**config.mk**
```make
export PLATFORM = sky130hd
export DESIGN_NAME = wb_dest_tracker_flat
export DESIGN_NICKNAME = d
export VERILOG_FILES = /design/src/rtl/wb_dest_tracker_if.sv /design/src/rtl/wb_dest_tracker.sv /design/src/flat_wrapper.sv
export SDC_FILE = /design/constraint.sdc
export NUM_CORES = 1
export LEC_CHECK = 0
export ABC_AREA = 1
export CAP_MARGIN = 25
export CORE_MARGIN = 4
export CORE_UTILIZATION = 30
export CTS_CLUSTER_SIZE = 16
export DETAILED_ROUTE_END_ITERATION = 16
export DONT_BUFFER_PORTS = 1
export GPL_TIMING_DRIVEN = 0
export PLACE_DENSITY = 0.47
export SYNTH_ARGS = -nofsm -noshare
export SYNTH_HDL_FRONTEND = slang
export SYNTH_SLANG_ARGS = --single-unit
```
**constraint.sdc**
```tcl
create_clock -name clk -period 1.7 [get_ports clk]
set_clock_uncertainty 0.2 [all_clocks]
set_input_delay 0.34 -clock clk [delete_from_list [all_inputs] [get_ports clk]]
set_output_delay 0.34 -clock clk [all_outputs]
set_load 0.005 [all_outputs]
```
**src/rtl/wb_dest_tracker_if.sv**
```systemverilog
// wb_dest_tracker_if: ID-stage inputs and per-stage destination/hazard outputs of the destination tracker
interface wb_dest_tracker_if #(
    parameter int STALL_CNT_W = 16
);
    logic [31:0]            ID_inst;
    logic                   ID_valid;
    logic                   flush_id;
    logic                   ext_stall;
    logic                   stall;
    logic [4:0]             EXE_wraddr;
    logic                   EXE_wr_en;
    logic                   EXE_is_load;
    logic [4:0]             MEM_wraddr;
    logic                   MEM_wr_en;
    logic                   MEM_is_load;
    logic [4:0]             WB_wraddr;
    logic                   WB_wr_en;
    logic [STALL_CNT_W-1:0] stall_count;

    modport master (
        output ID_inst, ID_valid, flush_id, ext_stall,
        input  stall, EXE_wraddr, EXE_wr_en, EXE_is_load,
               MEM_wraddr, MEM_wr_en, MEM_is_load, WB_wraddr, WB_wr_en, stall_count
    );

    modport slave (
        input  ID_inst, ID_valid, flush_id, ext_stall,
        output stall, EXE_wraddr, EXE_wr_en, EXE_is_load,
               MEM_wraddr, MEM_wr_en, MEM_is_load, WB_wraddr, WB_wr_en, stall_count
    );
endinterface

```
**src/rtl/wb_dest_tracker.sv**
```systemverilog
// wb_dest_tracker: carries ID destination registers through EXE/MEM/WB and stalls ID on load-use hazards
module wb_dest_tracker #(
    parameter int STALL_CNT_W  = 16,
    parameter bit LOAD_USE_MEM = 1'b0
) (
    input logic              clk,
    input logic              rst,
    wb_dest_tracker_if.slave bus
);
    logic [5:0]             opcode, func;
    logic [4:0]             rs, rt, rd;
    logic [4:0]             dec_addr;
    logic                   dec_wr, dec_load;
    logic                   rs_rd, rt_rd;
    logic                   hz_exe, hz_mem, hz, bubble;
    logic [4:0]             exe_addr, mem_addr, wb_addr;
    logic                   exe_wr, exe_load, mem_wr, mem_load, wb_wr;
    logic [STALL_CNT_W-1:0] stall_cnt;

    assign opcode = bus.ID_inst[31:26];
    assign rs     = bus.ID_inst[25:21];
    assign rt     = bus.ID_inst[20:16];
    assign rd     = bus.ID_inst[15:11];
    assign func   = bus.ID_inst[5:0];

    always_comb begin
        dec_addr = 5'd0;
        dec_wr   = 1'b0;
        dec_load = 1'b0;
        case (opcode)
            6'h00: begin
                dec_addr = rd;
                dec_wr   = func != 6'h08;
            end
            6'h08, 6'h0a: begin
                dec_addr = rt;
                dec_wr   = 1'b1;
            end
            6'h23: begin
                dec_addr = rt;
                dec_wr   = 1'b1;
                dec_load = 1'b1;
            end
            6'h03: begin
                dec_addr = 5'd31;
                dec_wr   = 1'b1;
            end
            default: ;
        endcase
        // $0 is never written, so a $0 destination collapses to a bubble-like record
        if (dec_addr == 5'd0 || !dec_wr) begin
            dec_addr = 5'd0;
            dec_wr   = 1'b0;
            dec_load = 1'b0;
        end
    end

    assign rs_rd = !((opcode == 6'h00 && (func == 6'h00 || func == 6'h02)) ||
                     opcode == 6'h02 || opcode == 6'h03);
    assign rt_rd = (opcode == 6'h00 && func != 6'h08) ||
                   opcode == 6'h2b || opcode == 6'h04 || opcode == 6'h05;

    // wr_en already implies a nonzero address, so $0 sources can never match
    assign hz_exe = exe_wr && exe_load &&
                    ((rs_rd && rs == exe_addr) || (rt_rd && rt == exe_addr));
    assign hz_mem = LOAD_USE_MEM && mem_wr && mem_load &&
                    ((rs_rd && rs == mem_addr) || (rt_rd && rt == mem_addr));
    assign hz     = bus.ID_valid && !bus.flush_id && (hz_exe || hz_mem);
    assign bubble = hz || bus.flush_id || !bus.ID_valid;

    assign bus.stall = hz && !bus.ext_stall;

    always_ff @(posedge clk or posedge rst) begin
        if (rst) begin
            exe_addr  <= 5'd0;
            exe_wr    <= 1'b0;
            exe_load  <= 1'b0;
            mem_addr  <= 5'd0;
            mem_wr    <= 1'b0;
            mem_load  <= 1'b0;
            wb_addr   <= 5'd0;
            wb_wr     <= 1'b0;
            stall_cnt <= '0;
        end else if (!bus.ext_stall) begin
            wb_addr  <= mem_addr;
            wb_wr    <= mem_wr;
            mem_addr <= exe_addr;
            mem_wr   <= exe_wr;
            mem_load <= exe_load;
            exe_addr <= bubble ? 5'd0 : dec_addr;
            exe_wr   <= bubble ? 1'b0 : dec_wr;
            exe_load <= bubble ? 1'b0 : dec_load;
            if (hz && stall_cnt != '1)
                stall_cnt <= stall_cnt + 1'b1;
        end
    end

    assign bus.EXE_wraddr  = exe_addr;
    assign bus.EXE_wr_en   = exe_wr;
    assign bus.EXE_is_load = exe_load;
    assign bus.MEM_wraddr  = mem_addr;
    assign bus.MEM_wr_en   = mem_wr;
    assign bus.MEM_is_load = mem_load;
    assign bus.WB_wraddr   = wb_addr;
    assign bus.WB_wr_en    = wb_wr;
    assign bus.stall_count = stall_cnt;
endmodule

```
**src/flat_wrapper.sv**
```systemverilog
// flat-port wrapper written by rule: the top's interface ports become plain ports
module wb_dest_tracker_flat 
#(
    parameter int STALL_CNT_W  = 16,
    parameter bit LOAD_USE_MEM = 1'b0
)
  (clk, rst, bus_ID_inst, bus_ID_valid, bus_flush_id, bus_ext_stall, bus_stall, bus_EXE_wraddr, bus_EXE_wr_en, bus_EXE_is_load, bus_MEM_wraddr, bus_MEM_wr_en, bus_MEM_is_load, bus_WB_wraddr, bus_WB_wr_en, bus_stall_count);
  wb_dest_tracker_if #(.STALL_CNT_W(STALL_CNT_W)) bus_i ();
  input logic clk;
  input logic rst;
  input wire logic [$bits(bus_i.ID_inst)-1:0] bus_ID_inst;
  input wire logic [$bits(bus_i.ID_valid)-1:0] bus_ID_valid;
  input wire logic [$bits(bus_i.flush_id)-1:0] bus_flush_id;
  input wire logic [$bits(bus_i.ext_stall)-1:0] bus_ext_stall;
  output wire logic [$bits(bus_i.stall)-1:0] bus_stall;
  output wire logic [$bits(bus_i.EXE_wraddr)-1:0] bus_EXE_wraddr;
  output wire logic [$bits(bus_i.EXE_wr_en)-1:0] bus_EXE_wr_en;
  output wire logic [$bits(bus_i.EXE_is_load)-1:0] bus_EXE_is_load;
  output wire logic [$bits(bus_i.MEM_wraddr)-1:0] bus_MEM_wraddr;
  output wire logic [$bits(bus_i.MEM_wr_en)-1:0] bus_MEM_wr_en;
  output wire logic [$bits(bus_i.MEM_is_load)-1:0] bus_MEM_is_load;
  output wire logic [$bits(bus_i.WB_wraddr)-1:0] bus_WB_wraddr;
  output wire logic [$bits(bus_i.WB_wr_en)-1:0] bus_WB_wr_en;
  output wire logic [$bits(bus_i.stall_count)-1:0] bus_stall_count;
  assign bus_i.ID_inst = bus_ID_inst;
  assign bus_i.ID_valid = bus_ID_valid;
  assign bus_i.flush_id = bus_flush_id;
  assign bus_i.ext_stall = bus_ext_stall;
  assign bus_stall = bus_i.stall;
  assign bus_EXE_wraddr = bus_i.EXE_wraddr;
  assign bus_EXE_wr_en = bus_i.EXE_wr_en;
  assign bus_EXE_is_load = bus_i.EXE_is_load;
  assign bus_MEM_wraddr = bus_i.MEM_wraddr;
  assign bus_MEM_wr_en = bus_i.MEM_wr_en;
  assign bus_MEM_is_load = bus_i.MEM_is_load;
  assign bus_WB_wraddr = bus_i.WB_wraddr;
  assign bus_WB_wr_en = bus_i.WB_wr_en;
  assign bus_stall_count = bus_i.stall_count;
  wb_dest_tracker #(.STALL_CNT_W(STALL_CNT_W), .LOAD_USE_MEM(LOAD_USE_MEM)) u_core (.clk(clk), .rst(rst), .bus(bus_i));
endmodule
```
==> results of run 1 <==
-- what timing repair did --
| item | 4_1_cts | 5_1_grt |
|---|---|---|
| pin swaps | 7 | 6 |
| endpoints found under the setup margin | 24 | 24 |
| resized for setup | 25 | 4 |
| endpoints found under the hold margin | 38 | 0 |
| cloned | 2 | 0 |
| hold buffers | 2 | 0 |
| buffers inserted | 7 | 2 |
-- power breakdown --
part | internal, mW | switching, mW
Clock | 0.330 | 0.324
Combinational | 0.0289 | 0.0680
Sequential | 0.856 | 0.000927
-- kinds of logic after synthesis --
group,after synthesis
compound gates,15
simple gates,194
buf+inv,40
xor+xnor,20
flops,36
fa+ha+maj,1
-- state kept, by name (all words and copies together) (netlist names) --
register	cells
u_core.bus.EXE_is_load	1
u_core.bus.EXE_wr_en	1
u_core.bus.EXE_wraddr	5
u_core.bus.MEM_is_load	1
u_core.bus.MEM_wr_en	1
u_core.bus.MEM_wraddr	5
u_core.bus.WB_wr_en	1
u_core.bus.WB_wraddr	5
u_core.bus.stall_count	16
-- placed cells by master (no fill, tap or decap) --
cell	n
nand2_1	131
dfrtp_1	31
inv_1	27
nor2_1	25
nand3_1	12
xnor2_1	12
buf_6	8
xor2_1	8
inv_2	7
o21ai_0	7
nand3_2	6
clkbuf_8	6
nor2_4	5
buf_4	5
dfrtp_2	5
a21oi_1	4
clkbuf_1	4
nand2_2	3
o21ai_1	3
nand4_1	2
nor3_1	2
nor4_1	2
dlygate4sd3_1	2
nor3_4	1
nor2_2	1
clkinv_2	1
nand2_4	1
nand3_4	1
nand4_4	1
nand3b_1	1
a21oi_4	1
ha_2	1
clkinvlp_4	1
-- worst max path at each step --
stage	start	to	slack, ps	depth (start not counted)
floorplan	u_core.bus.stall_count[1]	u_core.bus.stall_count[13]	-30	11
CTS	u_core.bus.EXE_wraddr[4]	bus_stall	-350	10
global placement	u_core.bus.EXE_wraddr[4]	u_core.bus.stall_count[10]	-310	13
detailed placement	u_core.bus.EXE_wraddr[4]	u_core.bus.stall_count[13]	-310	13
finish	u_core.bus.EXE_wraddr[2]	bus_stall	-290	10
global route	u_core.bus.EXE_wraddr[2]	bus_stall	-440	9
-- per-stage QoR --
step                worst slack [ps]  cells  area (sq um)
global route                  -443.2    423          2585
CTS                           -348.3    421          2557
finish                        -291.2    423          2585
detailed placement            -306.7    402          2315
global placement              -313.2    402          2315
floorplan                     -29.25    306          2195
-- synth_stat cells, drive strengths merged --
| cell | instances | area share |
|---|---|---|
| xnor2 | 12 | 0.048 |
| buf | 2 | 0.010 |
| clkinv | 1 | 0.0017 |
| nor4 | 2 | 0.0058 |
| clkbuf | 3 | 0.0052 |
| nand3b | 1 | 0.0035 |
| nor3 | 3 | 0.012 |
| nor2 | 31 | 0.069 |
| nand4 | 3 | 0.012 |
| xor2 | 8 | 0.032 |
| a21oi | 5 | 0.013 |
| nand3 | 19 | 0.048 |
| o21ai | 10 | 0.023 |
| inv | 34 | 0.059 |
| ha | 1 | 0.0058 |
| dfrtp | 36 | 0.41 |
| nand2 | 135 | 0.24 |
-- final cells by class --
type	count	area [sq um]	share of cell area
plain buffers	5	33.78	0.01307
clock buffers	7	86.33	0.03340
clock inverters	1	7.507	0.002904
inverters	35	132.6	0.05131
multi-input cells	230	1172	0.4535
flip-flops and latches	36	907.1	0.3509
well taps	96	120.1	0.04647
repair buffers	13	125.1	0.04840
-- worst max-delay path: cells and delay by family (launching register included) --
family,cells,cell delay [ps]
and+or+nand+nor,8,610
DFF,1,430
buffers and inverters,2,120
-- per-layer routing --
layer,wire [microns],vias up,GRT usage
li1,-,977,-
met3,544,5,0.06677
met1,2386,882,0.1744
met4,50,0,0.03663
met2,2742,57,0.2250
met5,0,-,0
==> results.yml, run 1 <==
timing:
  setup_viol: 24
  postLayoutSetupSlackWorst_ps: -291.2
  period_share: 1.171
  hold_viol_final: 0
  worst-slew-pin-transition_ps: 794.1
  fin_tns_setup_ps: -4240
  holdWs_ps: 25.61
  fmax_ghz: 0.5022
  relSlewSlack: 0.4698
  final.min_clock_period_ps: 1991
  slew_violations: 0
  rsz0062_at_grt: "yes"
cts:
  cts_tree: "built"
  cts_root_buffer: "clkbuf_8"
  numCtsBuffers: 5
  clk_path_buf_depth: 2
  clkTransAtPathRegs_ps: 70
  clock_latency_ps: 300
  htree_levels: 2
  cts_sinks: 36
die:
  die_w_microns: 93.09
  rows: 30
  die-area_sq_um: 8666
  die_h_microns: 93.09
  ioPinCount: 74
  start_util: 0.3145
  core_area_sq_um: 6907
power:
  irDropWorstVdd_mv: 0.3277
  p_leak_nw: 1.311
  finalPower_mw: 1.608
  power_density_nw_per_um2: 622.1
global_route:
  grt_pass1_wl_mm: 9.597
  grt.overflow.total: 0
  grt_util_all_layers: 0.1422
  grt_pass1_vias: 1897
  antenna_found_initial: 0
  grt_start_max_net_pins: 37
worst_hold_path:
  hp-class: "in -> reg"
  worstHoldStart: "bus_ext_stall"
  worstHoldEndpoint: "u_core.bus.MEM_wraddr[0]"
  hold_depth: 2
synth:
  yosys.area_share.simple: 0.3865
  synthMuxAreaShare: 0
  netlist_area_sq_um: 2172
  yosysSeqAreaShare: 0.4147
  syn_inst: 306
  ys_ff_latch: 36
  yosys_warnings: 0
  yosysUniqueCellTypes: 25
  synth-xor-area-share: 0.08065
  synth_fa_ha_area_frac: 0.005760
  synth_top_family_by_area: "simple AND/OR/NAND/NOR gates"
  syn_avg_cell_area_sq_um: 7.098
  synth_nets: 344
  synth_compound_area_frac: 0.03629
route:
  firstDrtPassIters: 4
  post-route-drc-count: 0
  wl_per_cell_microns: 13.53
  via_count: 1921
  antenna_left: 0
  routed_via_density: 4.541
  drtIter0Drc: 51
  wirelength_mm: 5.723
worst_setup_path:
  r2r_setup_slack_ps: -240
  worstPathCellList: "inv_2 > nand2_1 > nand2_1 > nor2_1 > nand2_1 > nor2_1 > nand2_1 > nand2_4 > nand3_4 > inv_2"
  r2r_end: "u_core.bus.stall_count[13]"
  cp-start-kind: "flop"
  cp-end-kind: "primary output"
  cp_max_fo: 5
  reg2reg_depth: 13
  critPathSlowestCell: "dfrtp_2"
  crit_type: "reg -> out"
  crit_path_frequent_cell: "nand2_1"
  max_stage_delay_ps: 430
  worst_ep_arrival_time_ps: 1450
  timing.rr.start: "u_core.bus.EXE_wraddr[2]"
  cp.required_ps: 1160
placed_design:
  gp_congestion: 0.7439
  portBuffers: 0
  dpl.hpwl_mm: 4.305
layout:
  nets: 364
  area_delta_synth_final_pct: 19.01
  drive_above_1_share: 0.1651
  fill_cells: 754
  diodes: 0
  finish.utilization: 0.3743
run:
  drv_cap: 0
outcome:
  violations: "negative setup slack"
  status: "finished with violations"
No activity file was read; power rests on OpenSTA's default activity.
==> inputs of run 2 (changes only) <==
Settings changed: CELL_PAD_IN_SITES_DETAIL_PLACEMENT from default to 2, CELL_PAD_IN_SITES_GLOBAL_PLACEMENT from default to 2, PLACE_DENSITY 0.47 to 0.76.
==> results.yml, run 2 (same netlist as run 1, synthesis figures left out) <==
placed_design:
  dpl.hpwl_mm: 5.155
  place_ws_ps: -403.0
  gp_congestion: 0.7254
  dpl-instance-area_sq_um: 2315
  portBuffers: 0
die:
  die_h_microns: 93.09
  ioPinCount: 74
  rows: 30
  start_util: 0.3145
  die_w_microns: 93.09
  die-area_sq_um: 8666
  core_area_sq_um: 6907
power:
  sw_frac_of_total: 0.2437
  switchingPower_mw: 0.4258
  clock_power_share: 0.450
  cell_internal_pwr_mw: 1.321
  p_leak_nw: 1.320
  power_frac_seq: 0.491
  pwr-share-comb: 0.060
  irDropWorstVdd_mv: 0.2874
  power_density_nw_per_um2: 658.1
run:
  drv_cap: 0
global_route:
  grt_pass1_vias: 2255
  antenna_found_initial: 0
  grt_pass1_wl_mm: 12.06
  grt_start_max_net_pins: 37
  grt.overflow.total: 0
  grt_util_all_layers: 0.1798
outcome:
  violations: "negative setup slack"
  status: "finished with violations"
timing:
  slew_violations: 0
  fin_tns_setup_ps: -5324
  relSlewSlack: 0.4550
  hold_viol_final: 0
  final.min_clock_period_ps: 2085
  rsz0062_at_grt: "yes"
  fmax_ghz: 0.4796
  holdWs_ps: 96.39
  postLayoutSetupSlackWorst_ps: -385.1
  worst-slew-pin-transition_ps: 816.4
  setup_viol: 24
  period_share: 1.227
worst_setup_path:
  cpLargestDelayFamily: "simple AND/OR/NAND/NOR gates"
  crit_type: "reg -> out"
  crit_path_frequent_cell: "nand2_1"
  crit_buf_inv: 2
  cp-start-kind: "flop"
  cp_max_fo: 5
  cp-end-kind: "primary output"
  cp.required_ps: 1160
  worstPathCellList: "inv_2 > nand2_2 > nand2_1 > nor2_1 > nand2_1 > nor2_1 > nand2_1 > nand2_4 > nand3_4 > inv_2"
  worst_ep_arrival_time_ps: 1550
  max_stage_delay_ps: 430
  critPathSlowestCell: "dfrtp_2"
route:
  post-route-drc-count: 0
  firstDrtPassIters: 4
  wirelength_mm: 7.321
  routed_via_density: 4.825
  antenna_left: 0
  drtIter0Drc: 69
  via_count: 2036
  wl_per_cell_microns: 17.35
cts:
  cts_sinks: 36
  htree_levels: 2
  clkTransAtPathRegs_ps: 80
  numCtsBuffers: 5
  clock_latency_ps: 300
  clk_path_buf_depth: 2
  cts_tree: "built"
  cts_root_buffer: "clkbuf_8"
layout:
  diodes: 0
  finish.utilization: 0.3844
  area_delta_synth_final_pct: 22.24
  regArea_sq_um: 917.1
  final_cell_mix: "nand2_1 (129), inv_1 (27), nor2_1 (24)"
  fill_cells: 833
  multiInputGateArea_sq_um: 1216
  fin_area_sq_um: 2655
  drive_above_1_share: 0.2117
  largest_reg_flops: 16
  final_common_cell: "nand2_1"
  nets: 363
worst_hold_path:
  hp-class: "in -> reg"
-- run 2: cell count changes in the layout (fill, tap and decap cells not counted), sizes merged --
cell,delta
buf,-2
bufinv,+1
clkbuf,-1
clkinv,+1
-- run 2: routing by layer --
metal  GRT usage  wire length, microns  up-vias
met1      0.2277                  3173     1006
met3     0.04666                   388        6
met2      0.3035                  3670       54
li1            -                     -      970
met4     0.04762                    88        0
met5           0                     0        -
-- run 2: metrics by stage --
stage               power (mW)  instances
floorplan               0.9443        306
CTS                      1.787        420
detailed placement      0.9698        402
global route             1.830        422
global placement        0.9664        402
finish                   1.747        422
-- run 2: repair_timing --
action                                  4_1_cts  5_1_grt
gates resized for setup                      30       11
endpoints found under the setup margin       24       24
buffers inserted                              7        2
endpoints found under the hold margin        38        0
pin swaps                                    10        7
cloned                                        1        0
hold buffers                                  2        0
-- run 2: layout make-up --
class,instances,area share
multi-input cells,230,0.4581
flip-flops and latches,36,0.3454
inverters,35,0.04995
repair buffers,12,0.04524
well taps,96,0.04524
clock buffers,5,0.02592
clock inverters,3,0.01602
plain buffers,5,0.01414
-- run 2: power groups by stage --
stage	combinational, mW	sequential, mW	clock (mW)
floorplan	0.0703	0.874	0
global placement	0.0920	0.874	0
detailed placement	0.0954	0.874	0
CTS	0.103	0.857	0.826
global route	0.119	0.857	0.853
finish	0.104	0.857	0.786
-- run 2: worst paths after layout --
| path | startpoint | endpoint | slack (ps) | cells after the start |
|---|---|---|---|---|
| max in group asynchronous | rst | u_core.bus.stall_count[0] | 280 | 2 |
| hold / removal | bus_ext_stall | u_core.bus.MEM_wraddr[0] | 100 | 2 |
| min in group asynchronous | rst | u_core.bus.WB_wr_en | 450 | 2 |
| hold reg to reg | u_core.bus.WB_wraddr[2] | u_core.bus.WB_wraddr[2] | 320 | 2 |
| setup / recovery | u_core.bus.EXE_wraddr[2] | bus_stall | -390 | 10 |
| setup reg to reg | u_core.bus.EXE_wraddr[2] | u_core.bus.stall_count[8] | -280 | 13 |
==> inputs of run 3 (changes only) <==
Settings changed: PLACE_DENSITY 0.76 to 0.74.
Clock period 1.7 ns to 2.7 ns, I/O delays scaled along.
==> results.yml, run 3 (same netlist as run 1, synthesis figures left out) <==
outcome:
  status: "finished, final reports clean"
cts:
  cts_root_buffer: "clkbuf_8"
  clkTransAtPathRegs_ps: 90
  clock_latency_ps: 300
  cts_tree: "built"
  cts_sinks: 36
  numCtsBuffers: 5
  htree_levels: 2
  cts_setup_buffers: 0
  clk_path_buf_depth: 2
  cts_resized: 0
  hold_buffers: 0
timing:
  relSlewSlack: 0.4689
  rsz0062_at_grt: "no"
  fin_tns_setup_ps: 0
  hold_viol_final: 0
  worst-slew-pin-transition_ps: 795.5
  slew_violations: 0
  period_share: 0.8836
  final.min_clock_period_ps: 2386
  setup_viol: 0
  fmax_ghz: 0.4192
power:
  irDropWorstVdd_mv: 0.2578
  power_frac_seq: 0.536
  finalPower_mw: 1.007
  sw_frac_of_total: 0.2670
  clock_power_share: 0.408
  power_density_nw_per_um2: 422.2
  switchingPower_mw: 0.2689
  pwr-share-comb: 0.056
  cell_internal_pwr_mw: 0.7380
  p_leak_nw: 1.253
placed_design:
  portBuffers: 0
  gp_congestion: 0.7617
  dpl.hpwl_mm: 5.207
route:
  wl_per_cell_microns: 16.19
  routed_via_density: 4.810
  drtIter0Drc: 40
  firstDrtPassIters: 3
  antenna_left: 0
  post-route-drc-count: 0
  via_count: 1972
  wirelength_mm: 6.636
layout:
  largest_reg_flops: 16
  diodes: 0
  finish.utilization: 0.3453
  area_delta_synth_final_pct: 9.793
  regArea_sq_um: 900.9
  multiInputGateArea_sq_um: 1106
  final_cell_mix: "nand2_1 (132), dfrtp_1 (36), inv_1 (32)"
  fill_cells: 869
  nets: 351
  final_common_cell: "nand2_1"
  drive_above_1_share: 0.07962
worst_setup_path:
  crit_type: "reg -> out"
  cp-end-kind: "primary output"
  timing.rr.start: "u_core.bus.stall_count[1]"
  worstPathCellList: "inv_1 > nand2_1 > nand2_1 > nor2_1 > nand2_1 > nor2_1 > nand2_1 > nand2_2 > nand3_2 > inv_1"
  cp-start-kind: "flop"
  worst_ep_arrival_time_ps: 1650
  crit_path_frequent_cell: "nand2_1"
  r2r_setup_slack_ps: 570
  r2r_end: "u_core.bus.stall_count[10]"
  max_stage_delay_ps: 470
  reg2reg_depth: 10
  cpLargestDelayFamily: "simple AND/OR/NAND/NOR gates"
  cp_max_fo: 5
  cp.required_ps: 1960
  crit_buf_inv: 2
  critPathSlowestCell: "dfrtp_1"
worst_hold_path:
  hp-class: "in -> async"
die:
  rows: 30
  die-area_sq_um: 8666
  die_w_microns: 93.09
  core_area_sq_um: 6907
  start_util: 0.3145
  die_h_microns: 93.09
  ioPinCount: 74
run:
  drv_cap: 0
global_route:
  grt.overflow.total: 0
  grt_pass1_vias: 2162
  grt_pass1_wl_mm: 11.05
  grt_start_max_net_pins: 37
  grt_util_all_layers: 0.1610
  antenna_found_initial: 0
[run 3: how the worst max path moves through the flow]
stage               slack, ps  cells after the start         to                     start
global route               40                     10  bus_stall  u_core.bus.EXE_wraddr[2]
finish                    310                     10  bus_stall  u_core.bus.EXE_wraddr[2]
floorplan                 660                      9  bus_stall           bus_ID_inst[27]
global placement          520                      9  bus_stall           bus_ID_inst[27]
CTS                       250                     10  bus_stall  u_core.bus.EXE_wraddr[2]
detailed placement        470                      9  bus_stall           bus_ID_inst[27]
[run 3: stage by stage]
| stage | setup slack, ps | cells | hold slack, ps | cell area, sq um |
|---|---|---|---|---|
| detailed placement | 469.9 | 402 | 303.9 | 2292 |
| global placement | 517.8 | 402 | 295.6 | 2292 |
| global route | 43.88 | 410 | 123.7 | 2385 |
| finish | 314.4 | 410 | 68.16 | 2385 |
| CTS | 248.8 | 410 | 99.92 | 2385 |
| floorplan | 664.2 | 306 | 272.5 | 2172 |
[run 3: power groups by stage]
stage / sequential, mW / clock [mW] / combinational, mW
after floorplan: 0.550 / 0 / 0.0440
after detailed placement: 0.551 / 0 / 0.0592
after global routing: 0.540 / 0.451 / 0.0662
final: 0.540 / 0.411 / 0.0565
after global placement: 0.551 / 0 / 0.0573
after CTS: 0.540 / 0.430 / 0.0594
[run 3: area by class of cell]
type                       instances  area share
buffer                             5     0.01417
sequential                        36      0.3778
clock buffer                       5     0.02886
multi-input combinational        230      0.4638
clock inverter                     3    0.009969
inverter                          35     0.05509
tap                               96     0.05037
[run 3: layer usage]
metal,track usage,part of all wire
met5,0,0
met4,0.03663,0.0090
met3,0.05149,0.061
met2,0.2717,0.49
met1,0.2003,0.44
==> edit: new RTL, settings of run 1 <==
Make the reset (`rst`) synchronous in one clocked block.
--- a/src/rtl/wb_dest_tracker.sv
+++ b/src/rtl/wb_dest_tracker.sv
@@ -70,7 +70,7 @@
 
     assign bus.stall = hz && !bus.ext_stall;
 
-    always_ff @(posedge clk or posedge rst) begin
+    always_ff @(posedge clk) begin
         if (rst) begin
             exe_addr  <= 5'd0;
             exe_wr    <= 1'b0;
Function: differs if rst is asserted again (counterexample within 4 cycles, from zero or initial values and one cycle with rst high); with rst held inactive, the same outputs for 10 cycles.
==> edit against run 1 <==
  * Area after synthesis is 5.6% lower
  * Total power grew 24%
  * Final area grew 8.5%
  * Sequential cell count unchanged
  * Worst setup slack better by 0.056 ns
  * Synthesized cell count is 4.6% higher
  * Clock power is 53% higher
  * The flow still finishes with violations (negative setup slack)
  * First-iteration DRC count grew 82%
  * Wire length increased by 6.0%
==> edit: results (changes against run 1) <==
Crit path launch: u_core.bus.EXE_wraddr[0]
Number of buffers created by CTS: 5 (unchanged)
Overall track demand over capacity in global routing: 0.148 (+0.00601)
Failing checks: negative setup slack
Count of synthesis-stage warnings from yosys: 0 (unchanged)
Maximum number of pins on one net before global-route repair: 13 (-65%)
Drt wl/cell: 14.0 um (+3.8%)
Total number of nets in the final design: 392 (+7.7%)
Ranking of synthesized cells by area: sky130_fd_sc_hd__dfxtp_1 (35%), sky130_fd_sc_hd__nand2_1 (12%), sky130_fd_sc_hd__nor2_1 (10%)
Async set-or-reset flop fraction in the synthesized netlist: 0 (-1.00)
Worst setup path end: u_core.bus.stall_count[6]
Crit path DAT: 1.92 ns (+0.47 ns)
Placed standard-cell area: 2180 um^2 (-5.8%)
Net switching component of the power: 424 uW (+7.8%)
Place WS: -0.353 ns (-0.0463 ns)
Slew at the pin closest to its max-slew limit: 0.602 ns (-0.192 ns)
Worst-path clk slew: 0.08 ns
Starting DRC count in detailed routing: 93 (+82%)
Ranking of synthesized cells by instance count: sky130_fd_sc_hd__nand2_1 (66), sky130_fd_sc_hd__nor2_1 (55), sky130_fd_sc_hd__inv_1 (37), sky130_fd_sc_hd__dfxtp_1 (36), sky130_fd_sc_hd__a21oi_1 (29)
Status: complete, but fails checks
Share of layout cells above drive strength 1: 0.301 (+0.136)
Number of nets produced by synthesis: 358 (+4.1%)
Last weighted congestion value of the routability-driven placer: 0.817 (+9.9%)
Post-synthesis share of cell area spent on full adders, half adders and majority gates: 0.00611 (+0.000345)
Global-route wire length before repair: 9970 um (+3.9%)
Detailed Place HPWL: 4480 um (+4.1%)
Worst Hold Launch: bus_ext_stall
Max reg flops: 16 (unchanged)
Clock tree root driver cell: sky130_fd_sc_hd__clkbuf_8
Compound-Gate Fraction of Synth Area: 0.131 (+0.0950)
Met1 demand-to-capacity share in global routing: 0.190 (+0.0152)
Sequential area share after synthesis: 0.352 (-0.0631)
Clock Latency Late Sink: 0.29 ns
Via count: 2071 (+7.8%)
Worst Reg2Reg Path Length in Cells: 12 (-1)
Post-layout worst setup margin: -0.235 ns (+0.0564 ns)
Met2 GRT Util: 0.228 (+0.00296)
Maximum resistive drop on vdd: 0.327 mV (-0.31%)
Vias in the first global route: 1997 (+5.3%)
Global-route track usage on met3: 0.0583 (-0.00844)
Setup-violating endpoint count in the final report: 20 (-17%)
Count of cells along the worst hold path: 3 (+1)
XOR/XNOR Fraction of Synth Area: 0.0427 (-0.0379)
Static power due to leakage: 0.00111 uW (-16%)
Worst Hold Endpoint: u_core.bus.MEM_wraddr[1]
==> edit: cell count changes after synthesis, moves of 5 or more <==
cell                      change
sky130_fd_sc_hd__nand2_1     -66
sky130_fd_sc_hd__nor3_1       +5
sky130_fd_sc_hd__dfxtp_1     +36
sky130_fd_sc_hd__o21ai_0     +11
sky130_fd_sc_hd__xnor2_1      -6
sky130_fd_sc_hd__dfrtp_1     -36
sky130_fd_sc_hd__nand3_1     +11
sky130_fd_sc_hd__nor2_1      +29
sky130_fd_sc_hd__a21oi_1     +25
==> edit: area by class of cell <==
| class | count | area (um^2) |
|---|---|---|
| fillers | 664 | 3690 |
| multi-input cells | 238 | 1360 |
| flip-flops and latches | 36 | 751 |
| repair buffers | 27 | 259 |
| inverters | 38 | 149 |
| well taps | 77 | 96.3 |
| clock buffers | 6 | 93.8 |
| clock inverters | 2 | 60.1 |
| plain buffers | 8 | 37.5 |
==> edit: worst max-delay path, stage by stage (launching register included) <==
cell	delay [ns]
sky130_fd_sc_hd__dfxtp_4	0.38
sky130_fd_sc_hd__xnor2_2	0.15
sky130_fd_sc_hd__nand2_1	0.09
sky130_fd_sc_hd__nor2_2	0.10
sky130_fd_sc_hd__nand3_2	0.11
sky130_fd_sc_hd__nand2_4	0.09
sky130_fd_sc_hd__nand3_4	0.10
sky130_fd_sc_hd__buf_12	0.16
sky130_fd_sc_hd__nor2_4	0.14
sky130_fd_sc_hd__buf_6	0.15
sky130_fd_sc_hd__nand3_2	0.06
sky130_fd_sc_hd__nand2_1	0.06
sky130_fd_sc_hd__nor2_1	0.05
==> edit: through the flow <==
step	hold WS, ns	setup TNS (ns)	power [uW]	cells	util
finish	0.0984	-3.03	1990	432	0.432
global route	0.107	-6.32	2070	432	0.432
CTS	0.0886	-4.19	2010	428	0.408
detailed placement	0.213	-5.79	1010	397	0.336
global placement	0.210	-5.27	1000	397	0.336
floorplan	0.209	-0.397	977	320	-
==> edit: cells by family (layout without fill, tap and decap cells) <==
group           Yosys count  count (layout)
xor+xnor                 10              10
flops                    36              36
buf+inv                  46              81
compound gates           53              53
fa+ha+maj                 1               1
simple gates            174             174
==> edit: metal layers <==
metal	up-vias	routed length, um
li1	1090	-
met3	7	513
met2	55	2770
met4	0	78
met5	-	0
met1	919	2710
==> edit: repair_timing <==
action                                  CTS  global route
hold endpoints to repair                  1             0
hold buffers                              1             0
endpoints found under the setup margin   24            25
pin swaps                                18            24
buffers inserted                         21             5
gates cloned                              1             0
gates resized for setup                  48            36
==> edit: power by group through the flow <==
stage	sequential (uW)	clock [uW]	combinational (uW)
2_1_floorplan	886	0	91.0
3_3_place_gp	890	0	113
3_5_place_dp	891	0	115
4_1_cts	866	1030	120
5_1_grt	865	1060	147
6_report	862	1000	128
